==> src/rtl/seq_mult16_pkg.sv <==
`default_nettype none
// ============================================================================
//  Module  : mult_pkg
//  Purpose : Shared definitions for the seq_mult16 sequential multiplier:
//            FSM state encoding and the fixed operand width / iteration count.
//  Ports   : none (package)
//  Rev     : 1.0  initial release
// ============================================================================
package mult_pkg;

  typedef enum logic [1:0] {
    IDLE = 2'b00,
    CALC = 2'b01,
    DONE = 2'b10
  } state_t;

  localparam int MULT_W    = 16;
  localparam int MULT_ITER = 16;

endpackage : mult_pkg
`default_nettype wire

==> src/rtl/seq_mult16_if.sv <==
`default_nettype none
// ============================================================================
//  Module  : seq_mult16_if
//  Purpose : Start/done handshake and operand/result bus of seq_mult16.
//  Ports   : start, a_in, b_in  (master -> slave)
//            busy, done, product (slave -> master)
//            master = control logic, slave = multiplier
//  Rev     : 1.0  initial release
// ============================================================================
interface seq_mult16_if;
  import mult_pkg::*;

  logic                  start;
  logic [MULT_W-1:0]     a_in;
  logic [MULT_W-1:0]     b_in;
  logic                  busy;
  logic                  done;
  logic [2*MULT_W-1:0]   product;

  modport master (
    output start, a_in, b_in,
    input  busy, done, product
  );

  modport slave (
    input  start, a_in, b_in,
    output busy, done, product
  );

endinterface : seq_mult16_if
`default_nettype wire

==> src/rtl/seq_mult16_adder.sv <==
`default_nettype none
// ============================================================================
//  Module  : adder
//  Purpose : Combinational ripple-carry adder used by seq_mult16 for one
//            partial-product accumulation per cycle.
//  Ports   : a, b   [WIDTH-1:0] operands
//            c_in   carry in
//            sum    [WIDTH-1:0] result
//            c_out  carry out of the top bit
//  Rev     : 1.0  initial release
// ============================================================================
module adder #(
  parameter int WIDTH = 16
) (
  input  wire logic [WIDTH-1:0] a,
  input  wire logic [WIDTH-1:0] b,
  input  wire logic             c_in,
  output logic      [WIDTH-1:0] sum,
  output logic                  c_out
);

  // Running carry of the ripple chain, walked LSB to MSB.
  logic carry;

  always_comb begin
    carry = c_in;
    sum   = '0;
    for (int i = 0; i < WIDTH; i++) begin
      sum[i] = a[i] ^ b[i] ^ carry;
      carry  = (a[i] & b[i]) | (carry & (a[i] ^ b[i]));
    end
    c_out = carry;
  end

endmodule : adder
`default_nettype wire

==> src/rtl/seq_mult16.sv <==
`default_nettype none
// ============================================================================
//  Module  : seq_mult16
//  Purpose : 16x16 unsigned shift-add multiplier, one partial product per
//            cycle through a single ripple adder; 32-bit product after 16
//            iterations, start/done handshake.
//  Ports   : clk    system clock, rising edge
//            rst_n  asynchronous active-low reset
//            bus    seq_mult16_if.slave (start, a_in, b_in, busy, done,
//                   product)
//  Option  : ZERO_SKIP_EN - when defined, a zero operand at accept jumps
//            straight to DONE with product 0 instead of running 16 CALC
//            cycles.
//  Rev     : 1.0  initial release
// ============================================================================
module seq_mult16
  import mult_pkg::*;
#(
  parameter int WIDTH = 16,
  parameter int CNT_W = 5
) (
  input  wire logic    clk,
  input  wire logic    rst_n,
  seq_mult16_if.slave  bus
);

  if (WIDTH != MULT_W) begin : g_bad_width
    $error("seq_mult16: WIDTH must be 16 to match adder");
  end

  if ((2 ** CNT_W) <= (MULT_ITER - 1)) begin : g_bad_cnt_w
    $error("seq_mult16: CNT_W too narrow for the iteration count");
  end

  localparam logic [CNT_W-1:0] LAST_CNT = CNT_W'(MULT_ITER - 1);

  state_t               state;
  logic [WIDTH-1:0]     mcand;
  // Upper half holds the running partial sum, lower half the not-yet-used
  // multiplier bits. The conceptual bit 32 is always zero after a shift, so
  // it is not stored.
  logic [2*WIDTH-1:0]   acc;
  logic [CNT_W-1:0]     cnt;
  logic [2*WIDTH-1:0]   product_q;

  logic [WIDTH-1:0]     add_b;
  logic [WIDTH-1:0]     add_sum;
  logic                 add_cout;
  logic [2*WIDTH-1:0]   acc_next;
  logic                 zero_op;

  assign add_b = acc[0] ? mcand : '0;

  adder #(
    .WIDTH (WIDTH)
  ) u_adder (
    .a     (acc[2*WIDTH-1:WIDTH]),
    .b     (add_b),
    .c_in  (1'b0),
    .sum   (add_sum),
    .c_out (add_cout)
  );

  // {carry, sum} shifts right together with the low half; the carry lands
  // in the top bit so nothing is ever lost.
  assign acc_next = {add_cout, add_sum, acc[WIDTH-1:1]};

`ifdef ZERO_SKIP_EN
  assign zero_op = (bus.a_in == '0) || (bus.b_in == '0);
`else
  assign zero_op = 1'b0;
`endif

  always_ff @(posedge clk or negedge rst_n) begin
    if (!rst_n) begin
      state     <= IDLE;
      mcand     <= '0;
      acc       <= '0;
      cnt       <= '0;
      product_q <= '0;
    end else begin
      case (state)
        IDLE: begin
          if (bus.start) begin
            mcand <= bus.a_in;
            acc   <= {{WIDTH{1'b0}}, bus.b_in};
            cnt   <= '0;
            if (zero_op) begin
              product_q <= '0;
              state     <= DONE;
            end else begin
              state     <= CALC;
            end
          end
        end
        CALC: begin
          acc <= acc_next;
          cnt <= cnt + 1'b1;
          if (cnt == LAST_CNT) begin
            product_q <= acc_next;
            state     <= DONE;
          end
        end
        DONE:    state <= IDLE;
        default: state <= IDLE;
      endcase
    end
  end

  // Decoded from the state register only: no path from start to busy/done.
  assign bus.busy    = (state != IDLE);
  assign bus.done    = (state == DONE);
  assign bus.product = product_q;

endmodule : seq_mult16
`default_nettype wire

==> src/flat_wrapper.sv <==
// flat-port wrapper written by rule: the top's interface ports become plain ports
module seq_mult16_flat import mult_pkg::*;
#(
  parameter int WIDTH = 16,
  parameter int CNT_W = 5
)
  (clk, rst_n, bus_start, bus_a_in, bus_b_in, bus_busy, bus_done, bus_product);
  seq_mult16_if bus_i ();
  input  wire logic clk;
  input  wire logic rst_n;
  input wire logic [$bits(bus_i.start)-1:0] bus_start;
  input wire logic [$bits(bus_i.a_in)-1:0] bus_a_in;
  input wire logic [$bits(bus_i.b_in)-1:0] bus_b_in;
  output wire logic [$bits(bus_i.busy)-1:0] bus_busy;
  output wire logic [$bits(bus_i.done)-1:0] bus_done;
  output wire logic [$bits(bus_i.product)-1:0] bus_product;
  assign bus_i.start = bus_start;
  assign bus_i.a_in = bus_a_in;
  assign bus_i.b_in = bus_b_in;
  assign bus_busy = bus_i.busy;
  assign bus_done = bus_i.done;
  assign bus_product = bus_i.product;
  seq_mult16 #(.WIDTH(WIDTH), .CNT_W(CNT_W)) u_core (.clk(clk), .rst_n(rst_n), .bus(bus_i));
endmodule
==> config.mk <==
export PLATFORM = sky130hd
export DESIGN_NAME = seq_mult16_flat
export DESIGN_NICKNAME = d
export VERILOG_FILES = /design/src/rtl/seq_mult16_pkg.sv /design/src/rtl/seq_mult16_if.sv /design/src/rtl/seq_mult16_adder.sv /design/src/rtl/seq_mult16.sv /design/src/flat_wrapper.sv
export SDC_FILE = /design/constraint.sdc
export NUM_CORES = 1
export LEC_CHECK = 0
export CORE_ASPECT_RATIO = 0.6
export CORE_MARGIN = 2
export CORE_UTILIZATION = 47
export DETAILED_ROUTE_END_ITERATION = 7
export GPL_TIMING_DRIVEN = 0
export PLACE_DENSITY = 0.75
export RECOVER_POWER = 100
export SLEW_MARGIN = 20
export SYNTH_ARGS = -nofsm -noshare
export SYNTH_HDL_FRONTEND = slang
export SYNTH_SLANG_ARGS = --single-unit
==> constraint.sdc <==
create_clock -name clk -period 7 [get_ports clk]
set_input_delay 1.4 -clock clk [delete_from_list [all_inputs] [get_ports clk]]
set_output_delay 1.4 -clock clk [all_outputs]
set_load 0.01 [all_outputs]
==> results.py, run 1 <==
metrics = {
    "status": {
        "status": "complete, but fails checks",
        "failed_checks": "max-capacitance violations, max-slew violations",
    },
    "layout": {
        "layout_commonest_cell": "dfrtp_1",
        "layout_common_cells": "dfrtp_1, nand2_1, dlygate4sd3_1, clkdlybuf4s50_1, o21ai_0",
        "area_growth_syn_to_layout_pct": 30.5,
        "drive_above_1_share_pct": 14.8,
        "finish.utilization_pct": 63.6,
        "diodes": 0,
        "instances_no_fill": 555,
        "layout.nets": 495,
        "fin_area_sq_um": 5050,
    },
    "sta": {
        "hold_ws_ns": 0.471,
        "tightest_slew_ns": 2.57,
        "clock_skew_ns": 0.00817,
        "slew_headroom_pct": -71.7,
        "fin_crit_sh_pct": 97.0,
        "setup_viol": 0,
        "fin_crit_ns": 6.79,
        "hold_viol": 0,
        "slew_viol_final": 90,
        "timing.fmax_mhz": 147,
        "rsz0062_at_grt": "no",
    },
    "setup_path": {
        "r2r_cells": 20,
        "critPathMaxFanout": 8,
        "cp_data_required_time_ns": 7.21,
        "crit_top_cell": "fa_2",
        "crit_slowest_cell": "fa_1",
        "reg2reg_setup_slack_ns": 0.21,
        "path_cells": "clkbuf_8 -> and2_1 -> ha_1 -> inv_1 -> fa_2 -> fa_2 -> fa_2 -> fa_2 -> fa_2 -> fa_2 -> fa_2 -> fa_2 -> fa_2 -> fa_2 -> fa_2 -> fa_2 -> fa_2 -> fa_2 -> fa_1 -> o21ai_0",
        "slowest_delay_ns": 0.55,
        "critPathKind": "flip-flop to flip-flop",
        "crit_path_start_kind": "flip-flop",
        "r2r-start": "u_core.acc[0]",
        "cp_data_arrival_time_ns": 7.00,
        "cp-end-kind": "flip-flop",
        "r2r-end": "u_core.bus.product[30]",
    },
    "place": {
        "place_hpwl_um": 6290,
        "place_area_sq_um": 4740,
        "place.gp.congestion": 0.851,
        "placedCellCount": 539,
        "port_buffers": 68,
    },
    "floorplan": {
        "ios": 69,
        "num_rows": 25,
        "start_util_pct": 48.7,
        "coreArea_sq_um": 7950,
        "fp.dieH_um": 74.3,
        "die_area_sq_um": 9010,
        "die_width_um": 121,
    },
    "clock_tree": {
        "cts_inserted_buffers": 9,
        "hold_buffers": 0,
        "tritoncts": "built",
        "clk_path_buf_depth": 2,
        "insertion_delay_ns": 0.34,
        "clock_sinks": 87,
        "post-cts-setup-buffers": 0,
        "clockRootBuffer": "clkbuf_16",
        "path_clk_slew_ns": 0.06,
        "cts.htree.levels": 3,
    },
    "power_and_ir_drop": {
        "seq_power_share_pct": 36.7,
        "combPwrFrac_pct": 41.6,
        "power.switching_uw": 860,
        "ir_drop_uv": 188,
        "powerDensity_nw_per_um2": 480,
        "p_leak_nw": 2.14,
        "sw_frac_of_total_pct": 35.5,
        "power.share.clock_pct": 21.6,
        "p_int_mw": 1.56,
    },
    "drt": {
        "route.detailed.drc": 0,
        "drt-total-wl_um": 8500,
        "vias": 2819,
        "first_iter_violations": 206,
        "detail_route.wl_per_cell_um": 15.3,
        "vias_per_cell": 5.08,
        "first_pass_iters": 4,
        "antenna_left": 0,
    },
    "logic_synthesis": {
        "avgSynthCellArea_sq_um": 10.7,
        "yosysWarnings": 0,
        "netlist_top_cells_area": "dfrtp_1, nand2_1, fa_1",
        "synth_nets": 415,
        "synth_top_area_cell": "dfrtp_1",
        "ys_seq_elements": 87,
        "synth_area_sq_um": 3870,
        "syn_inst": 362,
        "synth_cell_types": 29,
        "ys_seq_area_share_pct": 56.2,
        "synth_top_area_share_pct": 56.2,
    },
    "min_path": {
        "holdPathEnd": "u_core.cnt[3]",
        "hold_class": "flip-flop to flip-flop",
        "hold_start": "u_core.cnt[3]",
        "hold_depth": 1,
    },
    "global_route": {
        "grt_max_degree": 51,
        "grt_antenna_before_repair": 0,
        "grt_pass1_vias": 2843,
        "grtUsageTotal_pct": 21.5,
        "grt_pass1_wl_um": 14400,
        "overflow": 0,
    },
    "flow_run": {
        "drv_cap": 2,
    },
}
[worst max-delay path, delay by kind of cell, from the launching register on]
family / cells / cell delay (ns)
compound gates: 1 / 0.09
fa+ha+maj: 16 / 5.89
buf+inv: 2 / 0.22
flops: 1 / 0.34
simple gates: 1 / 0.13
[layer usage]
layer  global-route usage [%]  wire length (um)
met2                     30.8              3570
met3                     5.83               628
met5                        0                 0
met1                     32.5              4220
met4                     6.13                75
[power by group through the flow]
stage / Combinational [mW] / Sequential (mW) / Clock, mW
2_1_floorplan: 0.636 / 0.900 / 0
3_3_place_gp: 1.00 / 0.889 / 0
3_5_place_dp: 1.05 / 0.899 / 0
4_1_cts: 1.07 / 0.894 / 0.532
5_1_grt: 1.15 / 0.923 / 0.556
6_report: 1.01 / 0.891 / 0.524
[Yosys cell counts (all sizes together)]
cell type	n
dfrtp	87
nor2	16
nor3b	1
clkbuf	8
mux2	16
o21ai	35
nand4	1
inv	18
nand3	19
a21oi	2
and2	1
and3	1
nand2b	1
fa	15
or2	1
ha	3
mux2i	1
nor3	16
or3b	1
nand3b	1
nand2	83
buf	16
o22ai	16
o21a	1
nor2b	2
[timing repair]
item	CTS	global route
gates resized for setup	8	2
endpoints found under the setup margin	4	4
pin swaps	0	2
[area by class of cell]
cell class	count	area [sq um]
inverter	18	67.6
tap	108	135
clock buffer	12	256
timing repair buffer	69	678
buffer	24	129
clock inverter	4	77.6
fill	690	2890
sequential	87	2180
multi-input combinational	233	1530
[cell families (layout without fill, tap and decap cells)]
group | count (synthesis) | count (layout) | share of synthesized area, %
and+or+nand+nor | 144 | 144 | 16.0
muxes | 17 | 17 | 4.91
AOI/OAI and AO/OA | 54 | 54 | 9.18
buffers and inverters | 42 | 127 | 4.98
adders and majority gates | 18 | 18 | 8.72
DFF | 87 | 87 | 56.2
[registers in the layout, summed over array words and instances (netlist names)]
| register | cells |
|---|---|
| u_core.cnt | 5 |
| u_core.state | 2 |
| u_core.bus.product | 32 |
| u_core.acc | 32 |
| u_core.mcand | 16 |
[through the flow]
stage | power, mW | worst slack (ns) | setup TNS, ns
3_5_place_dp | 1.95 | -0.354 | -1.16
4_1_cts | 2.49 | 0.00298 | 0
3_3_place_gp | 1.89 | -0.300 | -0.953
5_1_grt | 2.63 | 0.0106 | 0
6_report | 2.42 | 0.209 | 0
2_1_floorplan | 1.54 | 0.00893 | 0
[worst max path at each step]
stage / startpoint / endpoint / slack [ns] / depth (start not counted)
floorplan: u_core.acc[0] / u_core.bus.product[30] / 0.009 / 20
global placement: u_core.acc[0] / u_core.bus.product[30] / -0.30 / 19
detailed placement: u_core.acc[0] / u_core.bus.product[30] / -0.35 / 19
CTS: u_core.acc[0] / u_core.bus.product[30] / 0.003 / 20
global route: u_core.acc[0] / u_core.bus.product[30] / 0.01 / 20
finish: u_core.acc[0] / u_core.bus.product[30] / 0.21 / 20
No activity file was read; power rests on OpenSTA's default activity.
==> run 2, diff against run 1 <==
==> constraint.sdc (replaced) <==
create_clock -name clk -period 5.75 [get_ports clk]
set_input_delay 1.15 -clock clk [delete_from_list [all_inputs] [get_ports clk]]
set_output_delay 1.15 -clock clk [all_outputs]
set_load 0.01 [all_outputs]
==> results.py, run 2 (same netlist as run 1, synthesis figures left out) <==
metrics = {
    "layout": {
        "area_growth_syn_to_layout_pct": 30.0,
        "instances_no_fill": 556,
        "seq_area_sq_um": 2180,
        "layout_common_cells": "dfrtp_1, nand2_1, dlygate4sd3_1, clkdlybuf4s50_1",
        "diodes": 0,
        "layout_commonest_cell": "dfrtp_1",
        "layout.nets": 496,
        "fillers": 682,
        "finish.utilization_pct": 63.4,
        "drive_above_1_share_pct": 15.6,
        "multi_input_area_sq_um": 1540,
    },
    "power_and_ir_drop": {
        "ir_drop_uv": 212,
        "powerDensity_nw_per_um2": 586,
        "power_mw": 2.95,
        "p_leak_nw": 2.14,
    },
    "global_route": {
        "overflow": 0,
        "grt_pass1_wl_um": 15000,
        "grt_max_degree": 60,
        "grt_antenna_before_repair": 0,
        "grt_pass1_vias": 2921,
        "grtUsageTotal_pct": 22.4,
    },
    "clock_tree": {
        "path_clk_slew_ns": 0.06,
        "hold_buffers": 0,
        "clockRootBuffer": "clkbuf_16",
        "cts_inserted_buffers": 9,
        "insertion_delay_ns": 0.33,
        "tritoncts": "built",
        "clock_sinks": 87,
        "clk_path_buf_depth": 2,
        "cts.htree.levels": 3,
    },
    "place": {
        "place_hpwl_um": 6390,
        "placedCellCount": 539,
        "port_buffers": 68,
        "place.gp.congestion": 0.862,
    },
    "floorplan": {
        "fp.dieH_um": 74.3,
        "die_area_sq_um": 9010,
        "start_util_pct": 48.7,
        "ios": 69,
        "die_width_um": 121,
        "num_rows": 25,
        "coreArea_sq_um": 7950,
    },
    "sta": {
        "setup_tns_ns": -3.10,
        "setup_viol": 6,
        "hold_viol": 0,
        "slew_headroom_pct": -107,
        "clock_skew_ns": 0.00516,
        "fin_crit_sh_pct": 112,
        "slew_viol_final": 60,
        "timing.fmax_mhz": 155,
        "fin_crit_ns": 6.43,
        "tightest_slew_ns": 3.10,
        "hold_ws_ns": 0.475,
        "rsz0062_at_grt": "yes",
        "worst_slack_ns": -0.684,
    },
    "setup_path": {
        "r2r_cells": 20,
        "cp-end-kind": "flip-flop",
        "crit_path_start_kind": "flip-flop",
        "cp_data_arrival_time_ns": 6.63,
        "critPathMaxFanout": 5,
        "cp_data_required_time_ns": 5.95,
        "critPathKind": "flip-flop to flip-flop",
    },
    "min_path": {
        "hold_class": "flip-flop to flip-flop",
        "hold_depth": 2,
    },
    "status": {
        "failed_checks": "max-capacitance violations, max-slew violations, negative setup slack",
        "status": "complete, but fails checks",
    },
    "drt": {
        "route.detailed.drc": 0,
        "drt-total-wl_um": 9100,
        "vias_per_cell": 5.24,
        "vias": 2914,
        "antenna_left": 0,
        "detail_route.wl_per_cell_um": 16.4,
        "first_iter_violations": 266,
        "first_pass_iters": 4,
    },
    "flow_run": {
        "drv_cap": 2,
    },
}
==> run 2: report_power, final <==
part / switching, mW / internal, mW / leakage (nW) / total [mW]
Combinational: 0.674 / 0.616 / 0.966 / 1.29
Clock: 0.230 / 0.347 / 0.146 / 0.577
Sequential: 0.177 / 0.906 / 1.02 / 1.08
Total: 1.08 / 1.87 / 2.14 / 2.95
==> run 2: worst max-delay path: stages, from the launching register on <==
cell	delay, ns
dfrtp_1	0.35
buf_8	0.13
and2_4	0.15
ha_4	0.12
inv_2	0.03
fa_2	0.35
fa_2	0.37
fa_2	0.35
fa_2	0.34
fa_2	0.34
fa_2	0.34
fa_2	0.35
fa_2	0.34
fa_2	0.34
fa_2	0.35
fa_2	0.35
fa_2	0.35
fa_2	0.35
fa_2	0.37
fa_1	0.54
o21ai_1	0.08
==> run 2: per-stage QoR <==
| step | cell area (sq um) | worst slack [ns] |
|---|---|---|
| floorplan | 3940 | -0.393 |
| global placement | 4760 | -0.600 |
| detailed placement | 4780 | -0.680 |
| CTS | 5090 | -0.694 |
| global route | 5040 | -0.816 |
| finish | 5040 | -0.684 |
==> run 2: final timing paths <==
path                                             start                endpoint  slack (ns)
min in group asynchronous                        rst_n   u_core.bus.product[7]        1.16
worst min register to register  u_core.bus.product[16]  u_core.bus.product[16]        0.47
worst min-delay path            u_core.bus.product[16]  u_core.bus.product[16]        0.47
max in group asynchronous                        rst_n           u_core.acc[1]        0.98
worst max register to register           u_core.acc[0]          u_core.acc[30]       -0.68
worst max-delay path                     u_core.acc[0]          u_core.acc[30]       -0.68
==> run 2: what timing repair did <==
action / CTS / global route
gates resized for setup: 1 / 3
hold endpoints to repair: 0 / 0
buffers inserted: 1 / 0
pin swaps: 2 / 0
cloned: 0 / 0
endpoints found under the setup margin: 8 / 8
==> run 2: layout make-up <==
| cell class | instances | share of cell area, % |
|---|---|---|
| inverter | 18 | 1.34 |
| multi-input combinational | 233 | 30.6 |
| clock inverter | 4 | 0.894 |
| tap | 108 | 2.68 |
| sequential | 87 | 43.2 |
| clock buffer | 12 | 4.89 |
| timing repair buffer | 70 | 13.6 |
| buffer | 24 | 2.73 |
==> run 2: metal layers <==
| metal | vias to the layer above | wire, um | track usage [%] |
|---|---|---|---|
| li1 | 1358 | - | - |
| met3 | 10 | 899 | 6.90 |
| met5 | - | 0 | 0 |
| met1 | 1440 | 4030 | 31.4 |
| met2 | 106 | 4080 | 34.9 |
| met4 | 0 | 91 | 5.11 |
==> run 3, diff against run 2 <==
--- a/config.mk
+++ b/config.mk
@@ -12,6 +12,7 @@
 export GPL_TIMING_DRIVEN = 0
 export PLACE_DENSITY = 0.75
 export RECOVER_POWER = 100
+export REMOVE_ABC_BUFFERS = 1
 export SLEW_MARGIN = 20
 export SYNTH_ARGS = -nofsm -noshare
 export SYNTH_HDL_FRONTEND = slang
==> results.py, run 3 (same netlist as run 1, synthesis figures left out) <==
metrics = {
    "sta": {
        "rsz0062_at_grt": "yes",
        "timing.fmax_mhz": 161,
        "fin_crit_sh_pct": 108,
        "slew_headroom_pct": -53.0,
        "hold_ws_ns": 0.477,
        "hold_viol": 0,
        "tightest_slew_ns": 2.30,
        "worst_slack_ns": -0.461,
        "fin_crit_ns": 6.21,
        "slew_viol_final": 106,
        "clock_skew_ns": 0.00775,
        "setup_viol": 6,
    },
    "floorplan": {
        "ios": 69,
        "coreArea_sq_um": 7950,
        "start_util_pct": 48.7,
        "num_rows": 25,
        "fp.dieH_um": 74.3,
        "die_width_um": 121,
        "die_area_sq_um": 9010,
    },
    "clock_tree": {
        "insertion_delay_ns": 0.34,
        "clockRootBuffer": "clkbuf_16",
        "cts_inserted_buffers": 9,
        "cts.htree.levels": 3,
        "path_clk_slew_ns": 0.06,
        "tritoncts": "built",
        "clock_sinks": 87,
        "clk_path_buf_depth": 2,
    },
    "setup_path": {
        "cp_num_buf_inv": 1,
        "crit_path_start_kind": "flip-flop",
        "crit_top_cell": "fa_2",
        "slowest_delay_ns": 0.51,
        "r2r-end": "u_core.acc[30]",
        "cp-end-kind": "flip-flop",
        "cp_data_required_time_ns": 5.97,
        "critPathTopFamily": "adder cells",
        "r2r_cells": 19,
        "r2r-start": "u_core.acc[0]",
        "critPathMaxFanout": 2,
        "path_cells": "and2_4 -> ha_4 -> inv_2 -> fa_2 -> fa_2 -> fa_2 -> fa_2 -> fa_2 -> fa_2 -> fa_2 -> fa_2 -> fa_2 -> fa_2 -> fa_2 -> fa_2 -> fa_2 -> fa_2 -> fa_1 -> o21ai_1",
        "crit_slowest_cell": "fa_1",
        "cp_data_arrival_time_ns": 6.43,
        "critPathKind": "flip-flop to flip-flop",
        "reg2reg_setup_slack_ns": -0.46,
    },
    "global_route": {
        "grt_pass1_wl_um": 13400,
        "grt_pass1_vias": 2721,
        "grt_max_degree": 55,
        "grt_antenna_before_repair": 0,
        "overflow": 0,
        "grtUsageTotal_pct": 19.9,
    },
    "drt": {
        "detail_route.wl_per_cell_um": 15.1,
        "vias": 2792,
        "antenna_left": 0,
        "route.detailed.drc": 0,
        "drt-total-wl_um": 8100,
        "first_pass_iters": 5,
        "first_iter_violations": 146,
        "vias_per_cell": 5.22,
    },
    "power_and_ir_drop": {
        "p_leak_nw": 2.08,
        "powerDensity_nw_per_um2": 570,
        "power_mw": 2.82,
        "ir_drop_uv": 285,
    },
    "layout": {
        "layout_common_cells": "dfrtp_1, nand2_1, dlygate4sd3_1, clkdlybuf4s50_1, o21ai_0",
        "area_growth_syn_to_layout_pct": 27.8,
        "finish.utilization_pct": 62.3,
        "diodes": 0,
        "layout_commonest_cell": "dfrtp_1",
        "drive_above_1_share_pct": 15.2,
        "layout.nets": 477,
    },
    "min_path": {
        "holdPathEnd": "u_core.cnt[3]",
        "hold_start": "u_core.cnt[3]",
        "hold_depth": 1,
        "hold_class": "flip-flop to flip-flop",
    },
    "status": {
        "status": "complete, but fails checks",
        "failed_checks": "max-capacitance violations, max-slew violations, negative setup slack",
    },
    "place": {
        "port_buffers": 68,
        "place_hpwl_um": 5440,
        "place.gp.congestion": 0.746,
    },
    "flow_run": {
        "drv_cap": 3,
    },
}
[run 3: changes by cell type in the layout (fill, tap and decap cells not counted), sizes merged]
cell,change
clkbuf,-11
buf,-7
clkinv,-2
bufinv,-1
[run 3: what timing repair did]
item,CTS,global route
pin swaps,21,0
hold buffers,0,0
setup buffers,2,0
setup endpoints to repair,14,6
resized for setup,22,0
[run 3: worst reg2reg max path, delay by kind of cell (launching register included)]
| kind | cells | cell delay [ns] |
|---|---|---|
| flip-flops | 1 | 0.37 |
| AO/OA/AOI/OAI | 1 | 0.07 |
| AND/OR/NAND/NOR | 1 | 0.15 |
| adder cells (fa/ha/maj) | 16 | 5.43 |
| buffers and inverters | 1 | 0.03 |
[run 3: where the power goes]
part	switching (mW)	internal, mW	leakage, nW
Combinational	0.622	0.584	0.926
Clock	0.218	0.311	0.132
Sequential	0.179	0.907	1.02
[run 3: through the flow]
step           setup TNS (ns)  worst slack, ns  cells  instance area (sq um)
2_1_floorplan          -12.50            -1.76    338                   3750
3_3_place_gp           -17.74            -2.20    514                   4560
3_5_place_dp           -17.85            -2.20    519                   4660
4_1_cts                 -1.99           -0.471    535                   4990
5_1_grt                 -2.92           -0.629    535                   4950
6_report                -1.91           -0.461    535                   4950
[run 3: metal layers]
metal  vias to the layer above  track usage [%]  routed length, um
met5                         -                0                  0
met4                         0             6.39                 72
met3                        10             7.36                588
met2                        88             29.4               3610
met1                      1374             27.7               3830
li1                       1320                -                  -
[run 3: area by class of cell]
class | count | area, sq um
clock buffers | 13 | 260
repair buffers | 75 | 747
multi-input cells | 233 | 1560
flip-flops and latches | 87 | 2180
well taps | 108 | 135
inverters | 18 | 67.6
fillers | 667 | 3000
clock inverters | 1 | 5.00
[run 3: worst max path at each step]
stage / slack, ns / start / cells past startpoint / endpoint
2_1_floorplan: -1.76 / u_core.acc[0] / 19 / u_core.bus.product[30]
3_3_place_gp: -2.20 / u_core.acc[0] / 19 / u_core.bus.product[30]
3_5_place_dp: -2.20 / u_core.acc[0] / 19 / u_core.bus.product[30]
4_1_cts: -0.47 / u_core.acc[0] / 19 / u_core.acc[30]
5_1_grt: -0.63 / u_core.acc[0] / 19 / u_core.bus.product[30]
6_report: -0.46 / u_core.acc[0] / 19 / u_core.acc[30]
